### src/rtl/j_i2s_tx.sv
// I2S transmitter: write-enabled left/right holding registers, per-frame transfer into the
// frame registers, and MSB-first serialisation on SCK/WS/SD with sample request and underrun flag.
module j_i2s_tx #(
  parameter int WIDTH = 16,
  parameter int DIV   = 2
) (
  input  logic             sys_clk,
  input  logic             resetl,
  input  logic [WIDTH-1:0] ldata,
  input  logic [WIDTH-1:0] rdata,
  input  logic             wr_l,
  input  logic             wr_r,
  input  logic             en,
  input  logic             clr_urun,
  output logic             sck_out,
  output logic             ws_out,
  output logic             sd_out,
  output logic             req,
  output logic             urun
);

  // state | meaning
  // IDLE  | serial outputs held low, counters cleared; en=1 loads the first frame
  // RUN   | prescaler and frame index running; en=0 drops back to IDLE immediately
  typedef enum logic {IDLE, RUN} state_t;

  localparam int PW = (DIV > 1) ? $clog2(DIV) : 1;
  localparam int FW = $clog2(2 * WIDTH);
  localparam logic [PW-1:0] PCNT_LAST = PW'(DIV - 1);
  localparam logic [FW-1:0] F_LAST    = FW'(2 * WIDTH - 1);
  localparam logic [FW-1:0] WS_FIRST  = FW'(WIDTH - 1);
  localparam logic [FW-1:0] WS_LAST   = FW'(2 * WIDTH - 2);

  state_t state, state_nxt;

  logic [WIDTH-1:0]   hold_l, hold_r, fl, fr;
  logic               fresh_l, fresh_r;
  logic [PW-1:0]      pcnt;
  logic [FW-1:0]      f;
  logic [FW-1:0]      bit_idx;
  logic [2*WIDTH-1:0] frame_word;
  logic               tick, fall, load, underrun, running;

  always_ff @(posedge sys_clk or negedge resetl) begin
    if (!resetl) state <= IDLE;
    else         state <= state_nxt;
  end

  always_comb begin
    state_nxt = state;
    tick      = 1'b0;
    fall      = 1'b0;
    load      = 1'b0;
    case (state)
      IDLE: begin
        if (en) begin
          state_nxt = RUN;
          load      = 1'b1;
        end
      end
      RUN: begin
        if (!en) begin
          state_nxt = IDLE;
        end else begin
          tick = (pcnt == PCNT_LAST);
          fall = tick && sck_out;
          load = fall && (f == F_LAST);
        end
      end
      default: state_nxt = IDLE;
    endcase
  end

  assign running    = (state == RUN) && en;
  assign underrun   = load && !(fresh_l && fresh_r);
  assign frame_word = {fl, fr};
  assign bit_idx    = F_LAST - f;

  // A write coinciding with a load keeps its fresh flag: the load consumed the old value.
  always_ff @(posedge sys_clk or negedge resetl) begin
    if (!resetl) begin
      hold_l  <= '0;
      hold_r  <= '0;
      fresh_l <= 1'b0;
      fresh_r <= 1'b0;
    end else begin
      if (wr_l) hold_l <= ldata;
      if (wr_r) hold_r <= rdata;
      fresh_l <= wr_l | (fresh_l & ~load);
      fresh_r <= wr_r | (fresh_r & ~load);
    end
  end

  always_ff @(posedge sys_clk or negedge resetl) begin
    if (!resetl) begin
      fl   <= '0;
      fr   <= '0;
      req  <= 1'b0;
      urun <= 1'b0;
    end else begin
      if (load) begin
        fl <= hold_l;
        fr <= hold_r;
      end
      req <= load;
      if (underrun)      urun <= 1'b1;
      else if (clr_urun) urun <= 1'b0;
    end
  end

  // The last-bit falling edge outputs the right LSB on the same edge that reloads fl/fr.
  always_ff @(posedge sys_clk or negedge resetl) begin
    if (!resetl) begin
      pcnt    <= '0;
      f       <= '0;
      sck_out <= 1'b0;
      ws_out  <= 1'b0;
      sd_out  <= 1'b0;
    end else if (running) begin
      pcnt <= tick ? '0 : pcnt + PW'(1);
      if (tick) sck_out <= ~sck_out;
      if (fall) begin
        sd_out <= frame_word[bit_idx];
        ws_out <= (f >= WS_FIRST) && (f <= WS_LAST);
        f      <= (f == F_LAST) ? '0 : f + FW'(1);
      end
    end else begin
      pcnt    <= '0;
      f       <= '0;
      sck_out <= 1'b0;
      ws_out  <= 1'b0;
      sd_out  <= 1'b0;
    end
  end

endmodule

### config.mk
export PLATFORM = sky130hd
export DESIGN_NAME = j_i2s_tx
export DESIGN_NICKNAME = d
export VERILOG_FILES = /design/src/rtl/j_i2s_tx.sv
export SDC_FILE = /design/constraint.sdc
export NUM_CORES = 1
export LEC_CHECK = 0
export BUFFER_PORTS_ARGS = -buffer_cell sky130_fd_sc_hd__buf_2
export CAP_MARGIN = 20
export CELL_PAD_IN_SITES_DETAIL_PLACEMENT = 2
export CELL_PAD_IN_SITES_GLOBAL_PLACEMENT = 2
export CORE_MARGIN = 1
export CORE_UTILIZATION = 40
export CTS_CLUSTER_DIAMETER = 30
export DETAILED_ROUTE_END_ITERATION = 12
export GPL_ROUTABILITY_DRIVEN = 0
export PLACE_DENSITY = 0.85
export SYNTH_ARGS = -nofsm -noshare
export SYNTH_HDL_FRONTEND = slang
export SYNTH_SLANG_ARGS = --single-unit
### constraint.sdc
create_clock -name sys_clk -period 2.6 [get_ports sys_clk]
set_input_delay 0 -clock sys_clk [delete_from_list [all_inputs] [get_ports sys_clk]]
set_output_delay 0 -clock sys_clk [all_outputs]
set_load 0.01 [all_outputs]
==> results.py, run 1 <==
metrics = {
    "worst_hold_path": {
        "hold_depth": 2,
        "min_to": "fresh_r$_DFF_PN0_",
        "hp-class": "input port to flop",
        "hp-start": "wr_r",
    },
    "critical_path": {
        "reg2reg_depth": 6,
        "cp_max_fo": 27,
        "r2r_setup_slack_ns": 0.27,
        "startpoint_type": "flop",
        "timing.rr.start": "f[2]$_DFFE_PN0P_",
        "arrival_ns": 2.56,
        "rr_endpoint": "fr[0]$_DFFE_PN0P_",
        "cp-end-kind": "flop",
        "critical_path_class": "flop to flop",
        "worst_ep_required_time_ns": 2.83,
    },
    "sta": {
        "max_freq_ghz": 0.429,
        "worst_pin_slew_ns": 0.984,
        "hold_violations": 0,
        "rsz0062_at_grt": "no",
        "maxSlewHeadroom_pct": 34.4,
        "period_share_pct": 89.6,
        "slew_viol_final": 0,
        "holdWs_ns": 0.129,
        "setup_tns_ns": 0,
        "fin_crit_ns": 2.33,
        "setup_viol": 0,
        "fin_skew_ns": 0.0190,
    },
    "place": {
        "port-buffer-count": 42,
        "place_hpwl_mm": 4.68,
        "place_area_um2": 3590,
    },
    "die": {
        "row_count": 32,
        "fp.coreArea_um2": 7810,
        "start_util_pct": 41.9,
        "io_pins": 43,
        "dieHeight_um": 92.4,
        "die_w_um": 92.4,
        "dieArea_um2": 8550,
    },
    "pwr": {
        "power.leakage_nw": 1.79,
        "fin_total_pwr_mw": 2.75,
        "intPower_mw": 2.06,
        "comb_power_share_pct": 13.3,
        "p_sw_mw": 0.687,
        "peakVddDrop_v": 0.000293,
        "p_per_area_nw_per_um2": 664,
        "seqPwrFrac_pct": 53.3,
        "swShare_pct": 25.0,
        "p_clk_share_pct": 33.4,
    },
    "global_route": {
        "use_met2_pct": 39.3,
        "use_met1_pct": 26.1,
        "grt_max_degree": 79,
        "grt_use_total_pct": 22.0,
        "grt_busiest_layer": "met2",
        "antenna_found_initial": 0,
        "grt_pass1_wl_mm": 13.6,
        "grt_overflow_total": 0,
        "grt_pass1_vias": 2447,
        "use_met3_pct": 5.09,
    },
    "flow_run": {
        "maxCapViolations": 0,
    },
    "clock_network": {
        "cts_setup_buffers": 0,
        "clk_pin_slew_worst_paths_ns": 0.08,
        "postCtsResizedCells": 0,
        "clkLatencyLatePin_ns": 0.36,
        "cts_tree": "done",
        "cts.sinks": 78,
        "cts_buffer_depth": 2,
        "root_buffer": "clkbuf_8",
        "cts_buffers": 9,
        "cts_max_level": 3,
    },
    "routing": {
        "ant_nets": 0,
        "wl_mm": 8.37,
        "drt_iter0_markers": 95,
        "firstDrtPassIters": 4,
        "via_count": 2111,
        "drc_errors": 0,
        "viasPerCell": 5.23,
        "routedWlPerCell_um": 20.7,
    },
    "logic_synthesis": {
        "async_flop_share_pct": 100,
        "synth_top_cell_by_area": "dfrtp_1",
        "ys_seq_elements": 78,
        "syn-num-nets": 258,
        "synth_edf_count": 0,
        "netlist_top_cells_count": "78 x dfrtp_1, 65 x mux2_2, 8 x mux2i_1, 7 x nor2_1, 6 x a21oi_1",
        "synthCells": 217,
        "synth_area_leaders": "dfrtp_1 60%, mux2_2 22%, mux4_1 4.0%, mux2i_1 2.4%, ha_1 1.1%",
        "synth_ff_type": "dfrtp_1",
        "synth_area_um2": 3270,
        "synth_warnings": 0,
        "synth_top_cell_area_share_pct": 59.7,
        "synth_seq_area_share_pct": 59.7,
        "synth_area_per_cell_um2": 15.1,
        "netlist-cell-type-count": 33,
        "yosysMostFrequentCell": "dfrtp_1",
    },
    "finish": {
        "post_route_cells_drive_above_1_share_pct": 42.7,
        "multiInputGateArea_um2": 1260,
        "seqCellArea_um2": 1950,
        "fillers": 745,
        "diodes": 0,
        "final_design_area_no_fill_um2": 4140,
        "area_growth_pct": 26.5,
        "nets": 338,
    },
    "run_status": {
        "status": "finished, final reports clean",
    },
}
==> stage by stage <==
step / utilization, % / instances / worst slack [ns]
2_1_floorplan: - / 217 / 0.325
3_3_place_gp: 46.0 / 353 / 0.458
3_5_place_dp: 46.0 / 353 / 0.298
4_1_cts: 53.0 / 404 / 0.288
5_1_grt: 53.0 / 404 / 0.148
6_report: 53.0 / 404 / 0.270
==> power by group through the flow <==
stage	clock (mW)	sequential, mW	combinational, mW
6_report	0.917	1.46	0.365
5_1_grt	0.986	1.48	0.399
4_1_cts	0.942	1.46	0.360
3_5_place_dp	0	1.48	0.311
3_3_place_gp	0	1.46	0.293
2_1_floorplan	0	1.44	0.217
==> sequential cells by signal, summed over array words and instances (netlist names), 5 cells and up <==
register	count
f	5
fr	16
hold_l	16
fl	16
hold_r	16
==> area by class of cell <==
| class | instances | area share, % |
|---|---|---|
| Multi-Input combinational cell | 123 | 30.4 |
| Timing Repair Buffer | 81 | 14.3 |
| Clock inverter | 3 | 1.06 |
| Tap cell | 102 | 3.08 |
| Sequential cell | 78 | 47.2 |
| Inverter | 4 | 0.363 |
| Clock buffer | 13 | 3.60 |
==> cell usage in the layout, fill, tap and decap left out, types with 5 or more instances in the layout <==
cell and instances:
dfrtp_1 78, mux2_2 65, buf_2 41, dlygate4sd3_1 35, clkbuf_8 10, mux2i_1 8, nor2_1 7, a21oi_1 6
mux4_1 5, buf_4 5
==> per-layer routing <==
metal / share of wire (%) / vias to the layer above
met5: 0 / -
met4: 1.7 / 0
met3: 2.9 / 13
met2: 54 / 45
met1: 42 / 1101
li1: - / 952
==> cells by family (layout without fill, tap and decap cells) <==
logic type,Yosys count,count (layout),synth area share (%)
buffers and inverters,16,101,2.26
flip-flops,78,78,59.7
adder cells (fa/ha/maj),3,3,1.15
multiplexers,79,79,29.5
XOR/XNOR,1,1,0.268
AO/OA/AOI/OAI,20,20,4.17
AND/OR/NAND/NOR,20,20,2.98
==> worst max-delay path by stage <==
stage | from | to | slack [ns] | cells after the start
6_report | f[2]$_DFFE_PN0P_ | fr[0]$_DFFE_PN0P_ | 0.27 | 6
5_1_grt | f[2]$_DFFE_PN0P_ | fr[11]$_DFFE_PN0P_ | 0.15 | 6
4_1_cts | f[2]$_DFFE_PN0P_ | fr[0]$_DFFE_PN0P_ | 0.29 | 6
3_5_place_dp | f[2]$_DFFE_PN0P_ | fr[11]$_DFFE_PN0P_ | 0.30 | 6
3_3_place_gp | f[2]$_DFFE_PN0P_ | fr[4]$_DFFE_PN0P_ | 0.46 | 6
2_1_floorplan | f[2]$_DFFE_PN0P_ | fl[0]$_DFFE_PN0P_ | 0.32 | 7
==> worst max-delay path, stage by stage, from the launching register on <==
cell and delay, ns:
dfrtp_1 0.58, and3_1 0.25, ha_1 0.26, nand3_1 0.16, a21boi_4 0.19, buf_4 0.36
mux2_2 0.40
==> repair_timing <==
action	4_1_cts	5_1_grt
hold buffers	35	0
endpoints found under the setup margin	0	0
hold endpoints to repair	112	0
No activity file was read; power rests on OpenSTA's default activity.
==> run 2: changes to the inputs <==
- CORE_UTILIZATION: 40 -> 37
- GPL_ROUTABILITY_DRIVEN: 0 -> unset
- PLACE_DENSITY: 0.85 -> 0.82
- clock period: 2.6 -> 1.9 ns (I/O delays scaled with it)
==> run 2 against run 1 <==
The flow now finishes with violations (negative setup slack); sequential power increased by 37%; wire length grew 9.5%; worst setup slack got worse by 0.29 ns; highest routed layer unchanged; clock skew down 0.014 ns; design area is 8.5% higher; power grew 43%.
==> results.py, run 2 (synthesis gave the netlist of run 1 again) <==
metrics = {
    "pwr": {
        "peakVddDrop_v": 0.000427,
        "fin_total_pwr_mw": 3.93,
        "power.leakage_nw": 1.96,
        "p_per_area_nw_per_um2": 876,
    },
    "place": {
        "routabilityCongestion": 0.696,
        "port-buffer-count": 42,
        "place_hpwl_mm": 4.88,
        "placed_cells": 360,
    },
    "critical_path": {
        "startpoint_type": "flop",
        "worst_ep_required_time_ns": 2.14,
        "cp-end-kind": "flop",
        "path_buf_inv": 2,
        "arrival_ns": 2.17,
        "critical_path_class": "flop to flop",
        "crit_chain": "ha_4 -> and3_4 -> ha_4 -> nand3_4 -> a21boi_4 -> buf_12 -> clkbuf_16 -> mux2_4",
        "slowest_delay_ns": 0.43,
        "cpMostUsedCell": "ha_4",
        "critPathTopFamily": "flip-flops",
        "cp_max_fo": 7,
        "crit_slowest_cell": "dfrtp_2",
    },
    "clock_network": {
        "cts_buffers": 9,
        "clk_pin_slew_worst_paths_ns": 0.09,
        "cts_max_level": 3,
        "cts_buffer_depth": 2,
        "clkLatencyLatePin_ns": 0.35,
        "cts.sinks": 78,
        "root_buffer": "clkbuf_8",
        "cts_tree": "done",
    },
    "sta": {
        "worst_pin_slew_ns": 0.526,
        "rsz0062_at_grt": "yes",
        "fin_crit_ns": 1.92,
        "holdWs_ns": 0.142,
        "slew_viol_final": 0,
        "period_share_pct": 101,
        "setup_viol": 25,
        "max_freq_ghz": 0.520,
        "hold_violations": 0,
        "setup_tns_ns": -0.381,
        "layout_setup_ws_ns": -0.0240,
        "maxSlewHeadroom_pct": 65.0,
        "fin_skew_ns": 0.00493,
    },
    "routing": {
        "via_count": 2183,
        "firstDrtPassIters": 4,
        "wl_mm": 9.17,
        "viasPerCell": 5.20,
        "ant_nets": 0,
        "drc_errors": 0,
        "routedWlPerCell_um": 21.8,
        "drt_iter0_markers": 78,
    },
    "run_status": {
        "violations": "negative setup slack",
        "status": "finished with violations",
    },
    "finish": {
        "layout_common_cells": "77 x dfrtp_1, 44 x mux2_2, 41 x buf_2",
        "post_route_cells_drive_above_1_share_pct": 48.3,
        "area_growth_pct": 37.2,
        "final_cells": 420,
        "utilization_pct": 53.5,
        "diodes": 0,
        "final_common_cell": "dfrtp_1",
        "nets": 351,
    },
    "worst_hold_path": {
        "hp-class": "input port to flop",
    },
    "global_route": {
        "use_met3_pct": 3.32,
        "grt_pass1_wl_mm": 13.2,
        "grt_max_degree": 41,
        "antenna_found_initial": 0,
        "use_met2_pct": 36.8,
        "use_met1_pct": 23.7,
        "grt_busiest_layer": "met2",
        "grt_use_total_pct": 20.1,
        "grt_overflow_total": 0,
        "grt_pass1_vias": 2477,
    },
    "die": {
        "io_pins": 43,
        "dieHeight_um": 96.0,
        "dieArea_um2": 9220,
        "fp.coreArea_um2": 8380,
        "row_count": 33,
        "die_w_um": 96.0,
        "start_util_pct": 39.0,
    },
    "flow_run": {
        "maxCapViolations": 0,
    },
}
==> run 2: changes by cell type in the layout (fill, tap and decap cells not counted), sizes merged <==
cell	change
buf	+10
clkinvlp	+2
inv	+2
clkinv	-1
==> run 2: repair_timing <==
action | CTS | global route
resized for setup | 2 | 25
buffers inserted | 0 | 3
gates cloned | 0 | 6
hold buffers | 35 | 0
pin swaps | 0 | 2
endpoints found under the setup margin | 4 | 33
hold endpoints to repair | 72 | 0
==> run 2: area by class of cell <==
cell class	instances	area (um^2)
clock buffers	10	138
clock inverters	6	67.6
fillers	769	3890
inverters	4	15.0
multi-input cells	123	1380
flip-flops and latches	78	1950
well taps	105	131
repair buffers	94	805
==> run 2: per-stage QoR <==
step                      cell area [um^2]  setup slack [ns]
after global placement                3690            0.0318
after floorplan                       3340            0.0344
final                                 4490           -0.0240
after global routing                  4490           -0.0883
after detailed placement              3690           -0.0568
after CTS                             4250          -0.00222
==> run 2: path summary, 6_finish.rpt <==
kind	startpoint	end	slack (ns)	depth (start not counted)
worst max-delay path	f[0]$_DFFE_PN0P_	fl[6]$_DFFE_PN0P_	-0.02	8
worst min-delay path	wr_l	fresh_l$_DFF_PN0_	0.14	2
worst max register to register	f[0]$_DFFE_PN0P_	fl[6]$_DFFE_PN0P_	-0.02	8
worst min register to register	fresh_l$_DFF_PN0_	fresh_l$_DFF_PN0_	0.50	1
max in group asynchronous	resetl	hold_l[5]$_DFFE_PN0P_	1.13	3
min in group asynchronous	resetl	hold_l[11]$_DFFE_PN0P_	0.16	2
==> run 2: layer usage <==
layer / up-vias / part of all wire [%]
met2: 47 / 55
met4: 0 / 2.5
li1: 972 / -
met1: 1147 / 40
met3: 17 / 2.6
met5: - / 0
==> run 2: where the power goes <==
part           switching [mW]  internal, mW
clock                   0.674         0.650
sequential              0.135          1.87
combinational           0.215         0.388
total                    1.02          2.91
